File: src/rtl/kernel_loader_pkg.sv
// Shared definitions for the kernel loader: parameter defaults and the FSM state encoding.
package kernel_loader_pkg;

  localparam int DEF_WIDTH  = 24;
  localparam int DEF_DEPTH  = 27;
  localparam int DEF_ADDR_W = 24;
  localparam int LEN_W      = 5;

  typedef enum logic [2:0] {
    IDLE,
    LOAD,
    FLUSH,
    VERIFY,
    CHECK
  } state_t;

endpackage

File: src/rtl/loader_checksum.sv
// WIDTH-bit modulo accumulator with synchronous clear and add-enable.
module loader_checksum #(
  parameter int WIDTH = 24
) (
  input  logic             clk,
  input  logic             reset,
  input  logic             clear,
  input  logic             add,
  input  logic [WIDTH-1:0] data,
  output logic [WIDTH-1:0] sum
);

  always_ff @(posedge clk) begin
    if (reset || clear) sum <= '0;
    else if (add)       sum <= sum + data;
  end

endmodule

File: src/rtl/kernel_loader.sv
// Streams len words into data memory at base, reads them back and compares checksums.
module kernel_loader
  import kernel_loader_pkg::*;
#(
  parameter int WIDTH  = DEF_WIDTH,
  parameter int DEPTH  = DEF_DEPTH,
  parameter int ADDR_W = DEF_ADDR_W
) (
  input  logic              clk,
  input  logic              reset,
  input  logic              start,
  input  logic [ADDR_W-1:0] base,
  input  logic [LEN_W-1:0]  len,
  input  logic              s_valid,
  input  logic [WIDTH-1:0]  s_data,
  output logic              s_ready,
  output logic              mem_we,
  output logic [ADDR_W-1:0] mem_a,
  output logic [WIDTH-1:0]  mem_wd,
  input  logic [WIDTH-1:0]  mem_rd,
  output logic              busy,
  output logic              done,
  output logic              error
);

  state_t             state;
  logic [LEN_W-1:0]   idx;
  logic [LEN_W-1:0]   len_r;
  logic [ADDR_W-1:0]  base_r;
  logic [ADDR_W:0]    end_addr;
  logic               range_bad;
  logic               launch;
  logic               accept;
  logic               rd_add;
  logic [WIDTH-1:0]   wr_sum;
  logic [WIDTH-1:0]   rd_sum;
  logic [WIDTH-1:0]   rd_next;

  assign end_addr  = {1'b0, base} + (ADDR_W+1)'(len);
  assign range_bad = end_addr > (ADDR_W+1)'(DEPTH);
  assign launch    = (state == IDLE) && start && (len != '0) && !range_bad;
  assign accept    = (state == LOAD) && s_valid && s_ready;
  assign rd_add    = (state == VERIFY);
  // The last read is folded in here so error can be registered together with done.
  assign rd_next   = rd_sum + mem_rd;

  loader_checksum #(.WIDTH(WIDTH)) u_wr_sum (
    .clk   (clk),
    .reset (reset),
    .clear (launch),
    .add   (accept),
    .data  (s_data),
    .sum   (wr_sum)
  );

  loader_checksum #(.WIDTH(WIDTH)) u_rd_sum (
    .clk   (clk),
    .reset (reset),
    .clear (launch),
    .add   (rd_add),
    .data  (mem_rd),
    .sum   (rd_sum)
  );

  always_ff @(posedge clk) begin
    if (reset) begin
      state   <= IDLE;
      s_ready <= 1'b0;
      mem_we  <= 1'b0;
      mem_a   <= '0;
      mem_wd  <= '0;
      busy    <= 1'b0;
      done    <= 1'b0;
      error   <= 1'b0;
      idx     <= '0;
      len_r   <= '0;
      base_r  <= '0;
    end else begin
      done   <= 1'b0;
      mem_we <= 1'b0;
      case (state)
        IDLE: begin
          if (start) begin
            if (len == '0) begin
              done  <= 1'b1;
              error <= 1'b0;
            end else if (range_bad) begin
              done  <= 1'b1;
              error <= 1'b1;
            end else begin
              state   <= LOAD;
              s_ready <= 1'b1;
              busy    <= 1'b1;
              error   <= 1'b0;
              idx     <= '0;
              base_r  <= base;
              len_r   <= len;
            end
          end
        end
        LOAD: begin
          if (accept) begin
            mem_we <= 1'b1;
            mem_a  <= base_r + ADDR_W'(idx);
            mem_wd <= s_data;
            idx    <= idx + 5'd1;
            if (idx == len_r - 5'd1) begin
              s_ready <= 1'b0;
              state   <= FLUSH;
            end
          end
        end
        FLUSH: begin
          idx   <= '0;
          mem_a <= base_r;
          state <= VERIFY;
        end
        VERIFY: begin
          idx   <= idx + 5'd1;
          mem_a <= base_r + ADDR_W'(idx + 5'd1);
          if (idx == len_r - 5'd1) begin
            state <= CHECK;
            done  <= 1'b1;
            error <= (wr_sum != rd_next);
          end
        end
        CHECK: begin
          state <= IDLE;
          busy  <= 1'b0;
        end
        default: state <= IDLE;
      endcase
    end
  end

endmodule
File: config.mk
export PLATFORM = sky130hd
export DESIGN_NAME = kernel_loader
export DESIGN_NICKNAME = d
export VERILOG_FILES = /design/src/rtl/kernel_loader_pkg.sv /design/src/rtl/loader_checksum.sv /design/src/rtl/kernel_loader.sv
export SDC_FILE = /design/constraint.sdc
export NUM_CORES = 1
export LEC_CHECK = 0
export BUFFER_PORTS_ARGS = -buffer_cell sky130_fd_sc_hd__buf_2
export CAP_MARGIN = 20
export CORE_UTILIZATION = 30
export CTS_CLUSTER_DIAMETER = 150
export DETAILED_ROUTE_END_ITERATION = 10
export GPL_TIMING_DRIVEN = 0
export PLACE_DENSITY = 0.55
export SLEW_MARGIN = 10
export SYNTH_ARGS = -nofsm -noshare
export SYNTH_HDL_FRONTEND = slang
export SYNTH_SLANG_ARGS = --single-unit
File: constraint.sdc
create_clock -name clk -period 5.7 [get_ports clk]
set_clock_uncertainty 0.1 [all_clocks]
set_input_delay 0.855 -clock clk [delete_from_list [all_inputs] [get_ports clk]]
set_output_delay 0.855 -clock clk [all_outputs]
set_load 0.05 [all_outputs]
==> impl_results.md <==
- Status: completed
- Vias in the first global route: 8387
- Yosys warns: 0
- Core ar.: between 20000 and 30000 sq um
- CTS Hold Bufs: 0
- Filler cell count: 3223
- Ys flop type: dfxtp_1
- Reg2reg start: u_rd_sum.sum[0]
- CTS Buf Count: 17
- Synthesized area: 9060 sq um
- Die height: 176 um
- Final setup margin: between 1500 and 2000 ps
- Initial Util: between 30% and 40%
- Via density: 5.07
- Drt drc: 0
- Die Wd: roughly 180 um
- Share of the synthesized area in the top cell type: between 30% and 40%
- Most common cell after layout, fill and taps aside: nand2_1
- Syn Inst Count: around 1200
- IO Count: ~130
- Worst-case reg-to-reg path depth: 12
- Worst-path fanout max: 3
- Layout Nets: 1461
- Power Density: around 210 nW/um^2
- Placement Setup Slack: roughly 1100 ps
- Finished Core Util: roughly 36%
- Worst path arrival time: 4350 ps
- Post-Syn Nets: 1310
- Max_cap viols: 0
- Slowest-stage cell, CP: or4_1
- Tightest Pin Transition: 975 ps
- CP bufs+invs: 1
- Slew HR: about 35%
- Post-DP HPWL: 21700 um
- Post-CTS Resized: 0
- Port Buffers: approximately 130
- Layout cell share with drive strength beyond 1: around 14%
- Asr flop ratio synth: 0%
- Area contributors post-synth: dfxtp_1 31%, ha_1 8.2%, a21oi_1 7.1%, nand2_1 7.0%, xnor2_1 4.9%
- Setup Fix Bufs, Post-CTS: 0
- Die Footprint: 30900 sq um
- Reg2Reg Capture Point: error
- Critical path, cell by cell: buf_2, ha_1, fa_1, xor2_1, xnor2_1, o2111ai_1, a2111oi_0, nand4_1, or4_1, nor4_1, o2111ai_1, nor4_1, a31oi_1
- Number of flops mapped to enable cells by yosys: 0
- Worst setup EP type: flop
- Clock period minus worst slack: 4180 ps
- Hold path depth: 2
- Hold endpoint: mem_wd[22]
- Site Rows: 63
- Fin. Hold Viols: 0
- Clk_lat worst skew: 440 ps
- Total power: 2.27 mW
- Sequential-to-total area share from yosys stat: between 30 and 40%
- Detail Route Antenna Nets: 0
- First-pass GRT wire length: 44100 um
- Worst Hold Class: flop to flop
- Setup CP Type: input pin to flop
- Finish-stage setup viols: 0
- Upper clock frequency limit: roughly 240 MHz
- Max stage delay on crit path: between 500 and 600 ps
- Layout Cells excl Fill: approximately 1700
- Leakage: roughly 4.3 nW
- Yosys top cell by area: dfxtp_1
- Clock sinks: 138
- Placed cells: about 1700
- Synth cell types: 67
- Post-route cell area: roughly 11000 sq um
- CTS Root Buffer Type: clkbuf_16
- Post-Route WL: between 20000 and 30000 um
- Worst Min Path Start: mem_wd[22]
- Fin Hold WS: between 300 and 400 ps
- DR vias: a little under 9000
- GRT Util Overall: between 10% and 20%
- DR iter-0 viols: 540
- RSZ-0062 raised after global routing: false
- CTS tree: built
- Fin Setup TNS: 0 ps
- Htree depth: 4
- Initial antenna violation count: 2
- GP Congestion: a little under 0.9
- Area grow syn2layout: 19.1%
- Peak VDD IR: between 150 and 200 uV
- Largest net degree at the start of global routing: 17
- CP delay by family, top: simple AND/OR/NAND/NOR gates
- GR Overflow Total: 0
- Startpoint types: input pin
- Slew Limit Fails: 0
- Placed cell area: between 10000 and 15000 sq um
- Worst-path clk slew: 60 ps
- #FFs+latches synth: approximately 140
- Reg-to-reg slack, setup: between 1500 and 2000 ps
- Routed len/inst: ~16 um
- Worst EP required: between 5000 and 6000 ps
- Synthesized area per cell: ~7.8 sq um
- DRT Pass-1 Iters: 5
- Period utilization: between 70 and 80%
- Bufs on Longest Clock Path: 2
- Most frequent cells in the layout: 168 x nand2_1, 138 x dfxtp_1, 134 x buf_2
[cells by family after synthesis]
group	count (synthesis)	synth area share (%)
xor+xnor	82	7.93
mux	29	3.22
simple gates	473	24.4
fa+ha+maj	64	9.26
compound gates	294	20.6
buf+inv	85	4.09
flops	138	30.5
[power breakdown]
part	internal [mW]	switching, mW
sequential	0.965	0.000704
clock	0.615	0.490
combinational	0.0775	0.124
total	1.66	0.615
[worst register-to-register path: cells and delay by family (launching register included)]
family	cells	cell delay [ps]
adders and majority gates	2	630
DFF	1	310
xor gates and xnor gates	2	420
AOI/OAI and AO/OA	4	920
and+or+nand+nor	4	1400
[routing by layer]
layer	GRT usage, %	vias up	part of all wire [%]
met5	0	-	0
met4	4.71	0	1.5
met3	4.03	24	5.4
met2	31.1	212	47
met1	23.2	4064	46
li1	-	4429	-
[worst max-delay path by stage]
stage               depth (start not counted)    end  startpoint  slack (ps)
CTS                                        13  error   mem_rd[0]        1550
detailed placement                         13  error   mem_rd[0]        1130
finish                                     13  error   mem_rd[0]        1520
floorplan                                  12  error   mem_rd[0]        1960
global placement                           13  error   mem_rd[0]        1090
global route                               13  error   mem_rd[0]        1260
[flip-flops by register name (all words and copies together), names as in the netlist]
| signal | flops |
|---|---|
| busy | 1 |
| u_wr_sum.sum | 24 |
| mem_a | 24 |
| s_ready | 1 |
| mem_wd | 24 |
| base_r | 24 |
| u_rd_sum.sum | 24 |
| error | 1 |
| state | 3 |
| len_r | 5 |
| done | 1 |
| idx | 5 |
| mem_we | 1 |
[final cells by class]
class	count	area (sq um)	share of cell area [%]
diodes	2	5.00	0.0464
plain buffers	48	231	2.15
clock buffers	17	425	3.94
clock inverters	15	149	1.38
inverters	37	139	1.29
multi-input cells	942	5920	54.9
flip-flops and latches	138	2760	25.6
well taps	390	488	4.52
repair buffers	132	661	6.13
[Yosys cell counts, drive strengths merged, types with 6 or more instances]
| master | count |
|---|---|
| a211oi | 27 |
| a21o | 17 |
| a21oi | 129 |
| a311oi | 7 |
| a31oi | 9 |
| and2 | 29 |
| and3 | 18 |
| buf | 10 |
| clkbuf | 38 |
| dfxtp | 138 |
| ha | 59 |
| inv | 37 |
| mux2i | 28 |
| nand2 | 168 |
| nand2b | 11 |
| nand3 | 29 |
| nand4 | 12 |
| nor2 | 119 |
| nor2b | 12 |
| nor3 | 33 |
| nor4 | 7 |
| o2111ai | 6 |
| o21a | 8 |
| o21ai | 42 |
| o21bai | 6 |
| o31ai | 7 |
| or3 | 9 |
| or4 | 7 |
| xnor2 | 51 |
| xor2 | 31 |
No activity file was read; power rests on OpenSTA's default activity.
